**src/rtl/gemvtile_result_collector_pkg.sv**
```systemverilog
// ---------------------------------------------------------------------------
// gemvtile_result_collector_pkg
//
// Shared definitions for the GEMV tile result collector:
//   - PE_OPERAND_WIDTH / DEFAULT_WORD_WIDTH : result word width of the tile
//   - row_id_width()                        : width of the row tag (min 1)
//   - fifo_entry_t                          : {row, data} FIFO entry at the
//                                             default widths, for consumers
//                                             that sit on the output side
// ---------------------------------------------------------------------------
package gemvtile_result_collector_pkg;

    // Result words are as wide as the PE operands that produced them.
    localparam int PE_OPERAND_WIDTH   = 16;
    localparam int DEFAULT_WORD_WIDTH = PE_OPERAND_WIDTH;
    localparam int DEFAULT_ROW_CNT    = 2;

    // A tag must be at least one bit wide even for a single-row tile.
    function automatic int row_id_width(input int rows);
        return (rows <= 2) ? 1 : $clog2(rows);
    endfunction

    localparam int DEFAULT_ROW_ID_WIDTH = row_id_width(DEFAULT_ROW_CNT);

    typedef struct packed {
        logic [DEFAULT_ROW_ID_WIDTH-1:0] row;
        logic [DEFAULT_WORD_WIDTH-1:0]   data;
    } fifo_entry_t;

endpackage

```
**src/rtl/gemvtile_result_collector_deser.sv**
```systemverilog
// ---------------------------------------------------------------------------
// gemvtile_result_collector_deser
//
// One row of the result collector. Assembles LSB-first serial bits into a
// word, parks each finished word in a holding register until the arbiter
// drains it, and flags words that arrive while the holding register is
// still occupied.
//
// Ports:
//   clk, rstn  : clock, asynchronous active-low reset
//   clear      : synchronous flush, same effect as reset
//   bit_in     : serial result bit
//   bit_valid  : qualifies bit_in
//   drain      : arbiter takes hold this edge (pend clears)
//   hold       : last completed word
//   pend       : hold contains a word not yet taken by the arbiter
//   drop       : a completed word is being discarded this edge
// ---------------------------------------------------------------------------
module gemvtile_result_collector_deser
    import gemvtile_result_collector_pkg::*;
#(
    parameter int WORD_WIDTH = DEFAULT_WORD_WIDTH
) (
    input  logic                  clk,
    input  logic                  rstn,
    input  logic                  clear,
    input  logic                  bit_in,
    input  logic                  bit_valid,
    input  logic                  drain,
    output logic [WORD_WIDTH-1:0] hold,
    output logic                  pend,
    output logic                  drop
);

    localparam int BCNT_W = (WORD_WIDTH <= 2) ? 1 : $clog2(WORD_WIDTH);

    logic [WORD_WIDTH-1:0] sreg_reg;
    logic [BCNT_W-1:0]     bcnt_reg;
    logic [WORD_WIDTH-1:0] hold_reg;
    logic                  pend_reg;

    logic [WORD_WIDTH-1:0] word_next;
    logic                  last_bit;
    logic                  accept;

    // Shifting right with the new bit entering at the MSB leaves the first
    // bit of the word in bit 0 once WORD_WIDTH bits have been taken.
    assign word_next = {bit_in, sreg_reg[WORD_WIDTH-1:1]};
    assign last_bit  = bit_valid && (bcnt_reg == BCNT_W'(WORD_WIDTH - 1));

    // A draining holding register frees up on the same edge, so a word that
    // completes right then is still accepted.
    assign accept = last_bit && (!pend_reg || drain);
    assign drop   = last_bit && pend_reg && !drain;

    always_ff @(posedge clk or negedge rstn) begin
        if (!rstn) begin
            sreg_reg <= '0;
            bcnt_reg <= '0;
            hold_reg <= '0;
            pend_reg <= 1'b0;
        end else if (clear) begin
            sreg_reg <= '0;
            bcnt_reg <= '0;
            hold_reg <= '0;
            pend_reg <= 1'b0;
        end else begin
            if (bit_valid) begin
                sreg_reg <= word_next;
                // Explicit wrap keeps non-power-of-two widths correct.
                bcnt_reg <= last_bit ? '0 : bcnt_reg + 1'b1;
            end
            if (accept) begin
                hold_reg <= word_next;
                pend_reg <= 1'b1;
            end else if (drain) begin
                pend_reg <= 1'b0;
            end
        end
    end

    assign hold = hold_reg;
    assign pend = pend_reg;

endmodule

```
**src/rtl/gemvtile_result_collector.sv**
```systemverilog
// ---------------------------------------------------------------------------
// gemvtile_result_collector
//
// Receive side of a GEMV tile's per-row bit-serial result outputs. Each row
// has a deserializer; completed words are arbitrated lowest-row-first into a
// small output FIFO and handed downstream with a valid/ready handshake,
// tagged with the row they came from.
//
// Ports:
//   clk, rstn      : clock, asynchronous active-low reset
//   clear          : synchronous flush of all state
//   serialIn       : one serial result bit per row
//   serialInValid  : per-row qualifier for serialIn
//   outData        : word at the FIFO head
//   outRow         : source row of outData
//   outValid       : FIFO non-empty
//   outReady       : downstream takes the head word when outValid=1
//   overflow       : sticky, a completed word was dropped
// ---------------------------------------------------------------------------
module gemvtile_result_collector
    import gemvtile_result_collector_pkg::*;
#(
    parameter int ROW_CNT      = DEFAULT_ROW_CNT,
    parameter int WORD_WIDTH   = DEFAULT_WORD_WIDTH,
    parameter int FIFO_DEPTH   = 4,
    parameter int ROW_ID_WIDTH = row_id_width(ROW_CNT)
) (
    input  logic                    clk,
    input  logic                    rstn,
    input  logic                    clear,
    input  logic [ROW_CNT-1:0]      serialIn,
    input  logic [ROW_CNT-1:0]      serialInValid,
    output logic [WORD_WIDTH-1:0]   outData,
    output logic [ROW_ID_WIDTH-1:0] outRow,
    output logic                    outValid,
    input  logic                    outReady,
    output logic                    overflow
);

    localparam int PTR_W = $clog2(FIFO_DEPTH);
    localparam int CNT_W = PTR_W + 1;

    // Same layout as fifo_entry_t but following this instance's widths.
    typedef struct packed {
        logic [ROW_ID_WIDTH-1:0] row;
        logic [WORD_WIDTH-1:0]   data;
    } entry_t;

    // ---------------------------------------------------------------------
    // Per-row deserializers
    // ---------------------------------------------------------------------
    logic [WORD_WIDTH-1:0] hold [ROW_CNT];
    logic [ROW_CNT-1:0]    pend;
    logic [ROW_CNT-1:0]    drop;
    logic [ROW_CNT-1:0]    grant;

    generate
        for (genvar gi = 0; gi < ROW_CNT; gi++) begin : g_row
            gemvtile_result_collector_deser #(
                .WORD_WIDTH (WORD_WIDTH)
            ) u_deser (
                .clk       (clk),
                .rstn      (rstn),
                .clear     (clear),
                .bit_in    (serialIn[gi]),
                .bit_valid (serialInValid[gi]),
                .drain     (grant[gi]),
                .hold      (hold[gi]),
                .pend      (pend[gi]),
                .drop      (drop[gi])
            );
        end
    endgenerate

    // ---------------------------------------------------------------------
    // Arbiter: lowest pending row wins, one push per cycle
    // ---------------------------------------------------------------------
    logic                    sel_any;
    logic [ROW_ID_WIDTH-1:0] sel_row;
    logic                    fifo_full;
    logic                    push;
    logic                    pop;
    entry_t                  push_entry;

    logic [CNT_W-1:0] count_reg;
    logic [PTR_W-1:0] wr_ptr_reg;
    logic [PTR_W-1:0] rd_ptr_reg;
    entry_t           mem_reg [FIFO_DEPTH];
    logic             overflow_reg;

    // Scanning downward lets the lowest pending index overwrite the others.
    always_comb begin
        sel_any = 1'b0;
        sel_row = '0;
        for (int i = ROW_CNT - 1; i >= 0; i--) begin
            if (pend[i]) begin
                sel_any = 1'b1;
                sel_row = ROW_ID_WIDTH'(i);
            end
        end
    end

    // Full blocks a push even when a pop happens on the same edge; this keeps
    // the push decision off the outReady path.
    assign fifo_full = (count_reg == CNT_W'(FIFO_DEPTH));
    assign push      = sel_any && !fifo_full;
    assign pop       = outValid && outReady;

    assign push_entry.row  = sel_row;
    assign push_entry.data = hold[sel_row];

    generate
        for (genvar gi = 0; gi < ROW_CNT; gi++) begin : g_grant
            assign grant[gi] = push && (sel_row == ROW_ID_WIDTH'(gi));
        end
    endgenerate

    // ---------------------------------------------------------------------
    // Output FIFO (register storage, cleared so the idle head reads zero)
    // ---------------------------------------------------------------------
    always_ff @(posedge clk or negedge rstn) begin
        if (!rstn) begin
            for (int i = 0; i < FIFO_DEPTH; i++) begin
                mem_reg[i] <= '0;
            end
            wr_ptr_reg <= '0;
            rd_ptr_reg <= '0;
            count_reg  <= '0;
        end else if (clear) begin
            for (int i = 0; i < FIFO_DEPTH; i++) begin
                mem_reg[i] <= '0;
            end
            wr_ptr_reg <= '0;
            rd_ptr_reg <= '0;
            count_reg  <= '0;
        end else begin
            if (push) begin
                mem_reg[wr_ptr_reg] <= push_entry;
                wr_ptr_reg          <= wr_ptr_reg + 1'b1;
            end
            if (pop) begin
                rd_ptr_reg <= rd_ptr_reg + 1'b1;
            end
            case ({push, pop})
                2'b10:   count_reg <= count_reg + 1'b1;
                2'b01:   count_reg <= count_reg - 1'b1;
                default: count_reg <= count_reg;
            endcase
        end
    end

    always_ff @(posedge clk or negedge rstn) begin
        if (!rstn) begin
            overflow_reg <= 1'b0;
        end else if (clear) begin
            overflow_reg <= 1'b0;
        end else if (|drop) begin
            overflow_reg <= 1'b1;
        end
    end

    assign outValid = (count_reg != '0);
    assign outData  = mem_reg[rd_ptr_reg].data;
    assign outRow   = mem_reg[rd_ptr_reg].row;
    assign overflow = overflow_reg;

endmodule

```
**config.mk**
```make
export PLATFORM = sky130hd
export DESIGN_NAME = gemvtile_result_collector
export DESIGN_NICKNAME = d
export VERILOG_FILES = /design/src/rtl/gemvtile_result_collector_pkg.sv /design/src/rtl/gemvtile_result_collector_deser.sv /design/src/rtl/gemvtile_result_collector.sv
export SDC_FILE = /design/constraint.sdc
export NUM_CORES = 1
export LEC_CHECK = 0
export CAP_MARGIN = 15
export CORE_MARGIN = 1
export CORE_UTILIZATION = 60
export DETAILED_ROUTE_END_ITERATION = 12
export PLACE_DENSITY = 0.79
export REMOVE_ABC_BUFFERS = 1
export SETUP_SLACK_MARGIN = 0.4
export SYNTH_ARGS = -nofsm -noshare
export SYNTH_HDL_FRONTEND = slang
export SYNTH_SLANG_ARGS = --single-unit
```
**constraint.sdc**
```tcl
create_clock -name clk -period 2.7 [get_ports clk]
set_input_delay 0.81 -clock clk [delete_from_list [all_inputs] [get_ports clk]]
set_output_delay 0.81 -clock clk [all_outputs]
set_load 0.01 [all_outputs]
```
Yosys cells after proc, flatten, opt, wreduce, memory -nomap -nowiden. Cells that the tools add are included. W data, S select, Z words.

$add $sub $neg: 6. $lt $le $gt $ge: 4. Equality and inequality tests: 5. Muxes and demuxes: 42. Bitwise gates (word level): 4. Reductions and logical operators: 32.

Operators with widths (number): $mux W16 (11); $mux W68 (2); $bwmux W68 (1); $mux W17 (3); $bmux W17 S2 (1); $demux W17 S2 (1); $mux W4 (6); $reduce_bool A2 Y1 (7); $logic_and A1 B1 Y1 (13); $reduce_bool A3 Y1 (4); $mux W1 (11); $add A4 B1 Y4 const B (2); $eq A4 B4 Y1 const B (2); $mux W2 (4); $ge A3 B3 Y1 const B (2); $not A2 Y3 (2); $pmux W3 S2 (1); $logic_not A1 Y1 (5); $add A2 B1 Y2 const B (2); $add A3 B1 Y3 const B (1); $eq A3 B3 Y1 const B (1); $lt A3 B1 Y1 const B (1); $mux W3 (1); $sub A3 B1 Y3 const B (1); other kinds (7) (8).

Flip-flop bits (word level): 150. Output and inout bits: 19. Word-level logic and storage cells: 113.

Logic depth before layout (Yosys ltp). Gate-level depths: netlist (run 1).

Depth after elaboration: 9. Mapped depth: 9.

Cells and area by module. From an unflattened synthesis (run 1), not the netlist that was laid out.

Cells, all modules: 612. Area, all modules: 7074.3 um2.

Modules (own cells, without submodules): gemvtile_result_collector (instances 1, cells each 326, area an instance 3756.1 um2); gemvtile_result_collector_deser (instances 2, cells each 143, area an instance 1659.1 um2).

Worst setup path before layout (run 1). No wires, ideal clock.

Path kind: register to output. From: register rd_ptr_reg[0]. To: output port outData[10]. Arrival time: 1.453 ns. Required time: 1.890 ns. Slack: 0.437 ns. Cell stages (with the launch flop): 4. Path buffers: 2. Path through: dfrtp_1 > buf_2 > buf_2 > mux4_2.

Longest elaborated chain between the ends: 4.

RTL lines: from (decl) (RTL line gemvtile_result_collector.sv:87) `logic [PTR_W-1:0] rd_ptr_reg;`; from (signal assigned) (RTL line gemvtile_result_collector.sv:142) `rd_ptr_reg <= rd_ptr_reg + 1'b1;`; $not A2 Y3 (not written as such) (RTL line gemvtile_result_collector.sv:163) `assign outData = mem_reg[rd_ptr_reg].data;`; $bmux W17 S2 (RTL line gemvtile_result_collector.sv:163); $mux W17 (2 in a row); to (decl) (RTL line gemvtile_result_collector.sv:33) `output logic [WORD_WIDTH-1:0] outData,`.

No other way between the ends. The select of a mux whose other input is x is not followed.

Worst setup path in the final report (run 1).
From: register rd_ptr_reg[0]. To: output port outData[14].

The elaborated chain is that of the path after synthesis.

==> flow_metrics.py, run 1 <==
metrics = {
    "power_and_ir_drop": {
        "p_int_mw": 3.961,
        "seq_power_share": 0.436,
        "p_switching_mw": 1.247,
        "clkPwrFrac": 0.459,
        "p_total_mw": 5.208,
        "p_sw_frac": 0.2394,
        "p_leak_nw": 3.346,
        "combinationalPowerShare": 0.105,
        "ir_drop_mv": 0.4309,
        "power_density_mw_per_mm2": 657.4,
    },
    "timing": {
        "setup_viol": 0,
        "maxSlewViolCount": 0,
        "period_share": 0.9349,
        "skew_ps": 6.586,
        "rsz0062_at_grt": "true",
        "clock.fmax_mhz": 396.2,
        "finalHoldViolCount": 0,
        "tns_ps": 0,
        "period_needed_ps": 2524,
        "slew_headroom": 0.5903,
        "worst_pin_slew_ps": 614.6,
    },
    "logic_synthesis": {
        "netlist_instances": 604,
        "seq_area_frac_synth": 0.5429,
        "synth_top_family_by_area": "multiplexers",
        "synthXorXnorAreaFrac": 0.008804,
        "ys_warn_count": 0,
        "synth_mux_area_frac": 0.1548,
        "synth_fa_ha_area_frac": 0.01394,
        "avgSynthCellArea_um2": 11.29,
        "synth_cell_types": 36,
        "yosys.area_share.simple": 0.1388,
        "syn_area_mm2": 0.006822,
        "synth_seq_cells": 148,
        "synth_compound_area_frac": 0.1067,
    },
    "final_layout": {
        "largest_register_ffs": 68,
        "nNetsFinal": 645,
        "area_growth_pct": 16.14,
        "drive_gt1_frac": 0.1711,
        "stdcell_count": 783,
        "diodes": 0,
    },
    "clocking": {
        "clock_latency_ps": 420,
        "clkTransAtPathRegs_ps": 60,
        "htree_levels": 4,
        "clock_sinks": 148,
        "cts_max_path_buffers": 2,
        "cts_tree": "built",
        "cts-hold-fix-buffers": 0,
        "cts_root_buffer": "clkbuf_16",
        "cts_made_buffers": 17,
    },
    "grt": {
        "grtUsageTotal": 0.2727,
        "grt_max_degree": 89,
        "grt_first_pass_wirelength_mm": 24.27,
        "grt_pass1_vias": 4726,
        "antenna_found_initial": 0,
        "overflow": 0,
    },
    "floorplanning": {
        "initial_utilization": 0.6238,
        "io_pins": 27,
        "die_h_um": 108.6,
        "die-area_mm2": 0.01180,
        "core_area_mm2": 0.01094,
        "num_rows": 38,
        "dieWidth_um": 108.6,
    },
    "placement": {
        "post-place-cells": 746,
        "hpwl_mm": 8.626,
        "numPortBuffers": 26,
        "gp_congestion": 0.7415,
    },
    "setup_path": {
        "critPathCaptureType": "primary output",
        "critPathMaxFanout": 8,
        "worst_ep_arrival_time_ps": 1710,
        "worst-endpoint-required_ps": 1890,
        "worstSetupPathType": "register to primary output",
        "start_kind": "register",
    },
    "detailed_routing": {
        "drcViolationCount": 0,
        "drt-initial-drc-count": 360,
        "ant_nets": 0,
        "totalWireLength_mm": 14.34,
        "wire_per_inst_um": 18.31,
        "viasPerCell": 5.888,
        "vias": 4610,
        "drt-pass1-iter-count": 5,
    },
    "worst_hold_path": {
        "hold_class": "input port to asynchronous set/reset pin",
    },
    "run_status": {
        "status": "completed",
    },
    "run": {
        "maxCapViolCount": 0,
    },
}
worst paths after layout:
kind / start / to / slack (ps) / depth (start not counted)
worst min-delay path: rstn / g_row[1].u_deser.pend / 380 / 1
min in group clk: g_row[0].u_deser.hold[12] / g_row[0].u_deser.hold[12] / 520 / 2
worst max register to register: count_reg[1] / g_row[0].u_deser.hold[4] / 620 / 6
max in group asynchronous: rstn / mem_reg[64] / 1640 / 2
worst min register to register: g_row[0].u_deser.hold[12] / g_row[0].u_deser.hold[12] / 520 / 2
worst max-delay path: rd_ptr_reg[0] / outData[14] / 180 / 4
power by group through the flow:
stage | registers [mW] | logic [mW] | clock network (mW)
floorplan | 2.35 | 0.201 | 0
global placement | 2.32 | 0.457 | 0
detailed placement | 2.32 | 0.472 | 0
CTS | 2.27 | 0.560 | 2.42
global route | 2.27 | 0.597 | 2.54
finish | 2.27 | 0.545 | 2.39
metrics by stage:
step,util,cell area (um2),setup WS [ps],hold slack [ps]
after floorplan,-,6605,325.8,486.0
after global placement,0.6654,7277,295.2,503.2
after detailed placement,0.6654,7277,204.8,518.6
after CTS,0.7232,7909,163.0,403.2
after global routing,0.7245,7923,112.9,425.9
final,0.7245,7923,175.9,383.0
metal layers:
layer,up-vias,GRT usage,wire length [um]
met5,-,0,0
li1,2170,-,-
met4,0,0.08977,176
met3,15,0.05858,521
met2,95,0.4363,7251
met1,2330,0.3735,6386
synth_stat cells (all sizes together):
cell type | instances | area share
o221a | 1 | 0.0017
xnor2 | 3 | 0.0050
nor3b | 5 | 0.010
mux2i | 65 | 0.095
xor2 | 3 | 0.0039
a21oi | 30 | 0.023
mux4 | 17 | 0.056
clkbuf | 23 | 0.013
nand2 | 42 | 0.023
fa | 1 | 0.0029
o211a | 1 | 0.0015
nand4 | 2 | 0.0018
inv | 4 | 0.0022
nand3b | 2 | 0.0022
mux2 | 2 | 0.0033
buf | 22 | 0.019
ha | 6 | 0.011
nor2b | 6 | 0.0055
o21ai | 4 | 0.0029
nor2 | 107 | 0.060
a211oi | 68 | 0.075
nand2b | 36 | 0.033
o31a | 1 | 0.0013
or3 | 3 | 0.0028
a31oi | 1 | 0.00092
dfrtp | 148 | 0.54
a21o | 1 | 0.0011
layout by cell type (no fill, tap or decap), drive strengths merged, types with 3 or more instances in the layout:
master and count:
dfrtp 148, nor2 107, a211oi 68, mux2i 65
buf 45, nand2 42, nand2b 36, a21oi 30
clkbuf 18, mux4 17, inv 8, ha 6
clkdlybuf4s50 6, nor2b 6, nor3b 5, clkinvlp 4
o21ai 4, clkinv 4, or3 3, xor2 3
bufinv 3, xnor2 3
cells by family after synthesis:
logic type               Yosys count
adder cells (fa/ha/maj)            7
multiplexers                      84
flip-flops                       148
XOR/XNOR                           6
AO/OA/AOI/OAI                    107
AND/OR/NAND/NOR                  203
buffers and inverters             49
area by class of cell:
class | instances | area (um2)
inverters | 4 | 15.01
clock inverters | 15 | 178.9
flip-flops and latches | 148 | 3707
repair buffers | 52 | 504.2
clock buffers | 17 | 425.4
multi-input cells | 407 | 2917
well taps | 140 | 175.2
fillers | 718 | 3013
worst max-delay path, cell delays in order (launching register included):
cell     delay [ps]
dfrtp_2         380
buf_6           110
buf_12          130
mux4_2          530
buf_6           140
timing repair:
| item | in CTS | in global routing |
|---|---|---|
| endpoints found under the setup margin | 18 | 18 |
| gates cloned | 1 | 0 |
| gates resized for setup | 83 | 4 |
| pin swaps | 0 | 0 |
| setup buffers | 4 | 0 |
Note: power is estimated with default switching activity, not from simulation.
==> run 2: changes to the inputs <==
--- a/config.mk
+++ b/config.mk
@@ -8,10 +8,12 @@
 export CAP_MARGIN = 15
 export CORE_MARGIN = 1
 export CORE_UTILIZATION = 60
+export CTS_CLUSTER_DIAMETER = 30
 export DETAILED_ROUTE_END_ITERATION = 12
 export PLACE_DENSITY = 0.79
 export REMOVE_ABC_BUFFERS = 1
 export SETUP_SLACK_MARGIN = 0.4
+export SLEW_MARGIN = 20
 export SYNTH_ARGS = -nofsm -noshare
 export SYNTH_HDL_FRONTEND = slang
 export SYNTH_SLANG_ARGS = --single-unit
==> results of run 2 <==
No change in the layout: final DEF, timing and power equal those of run 1.
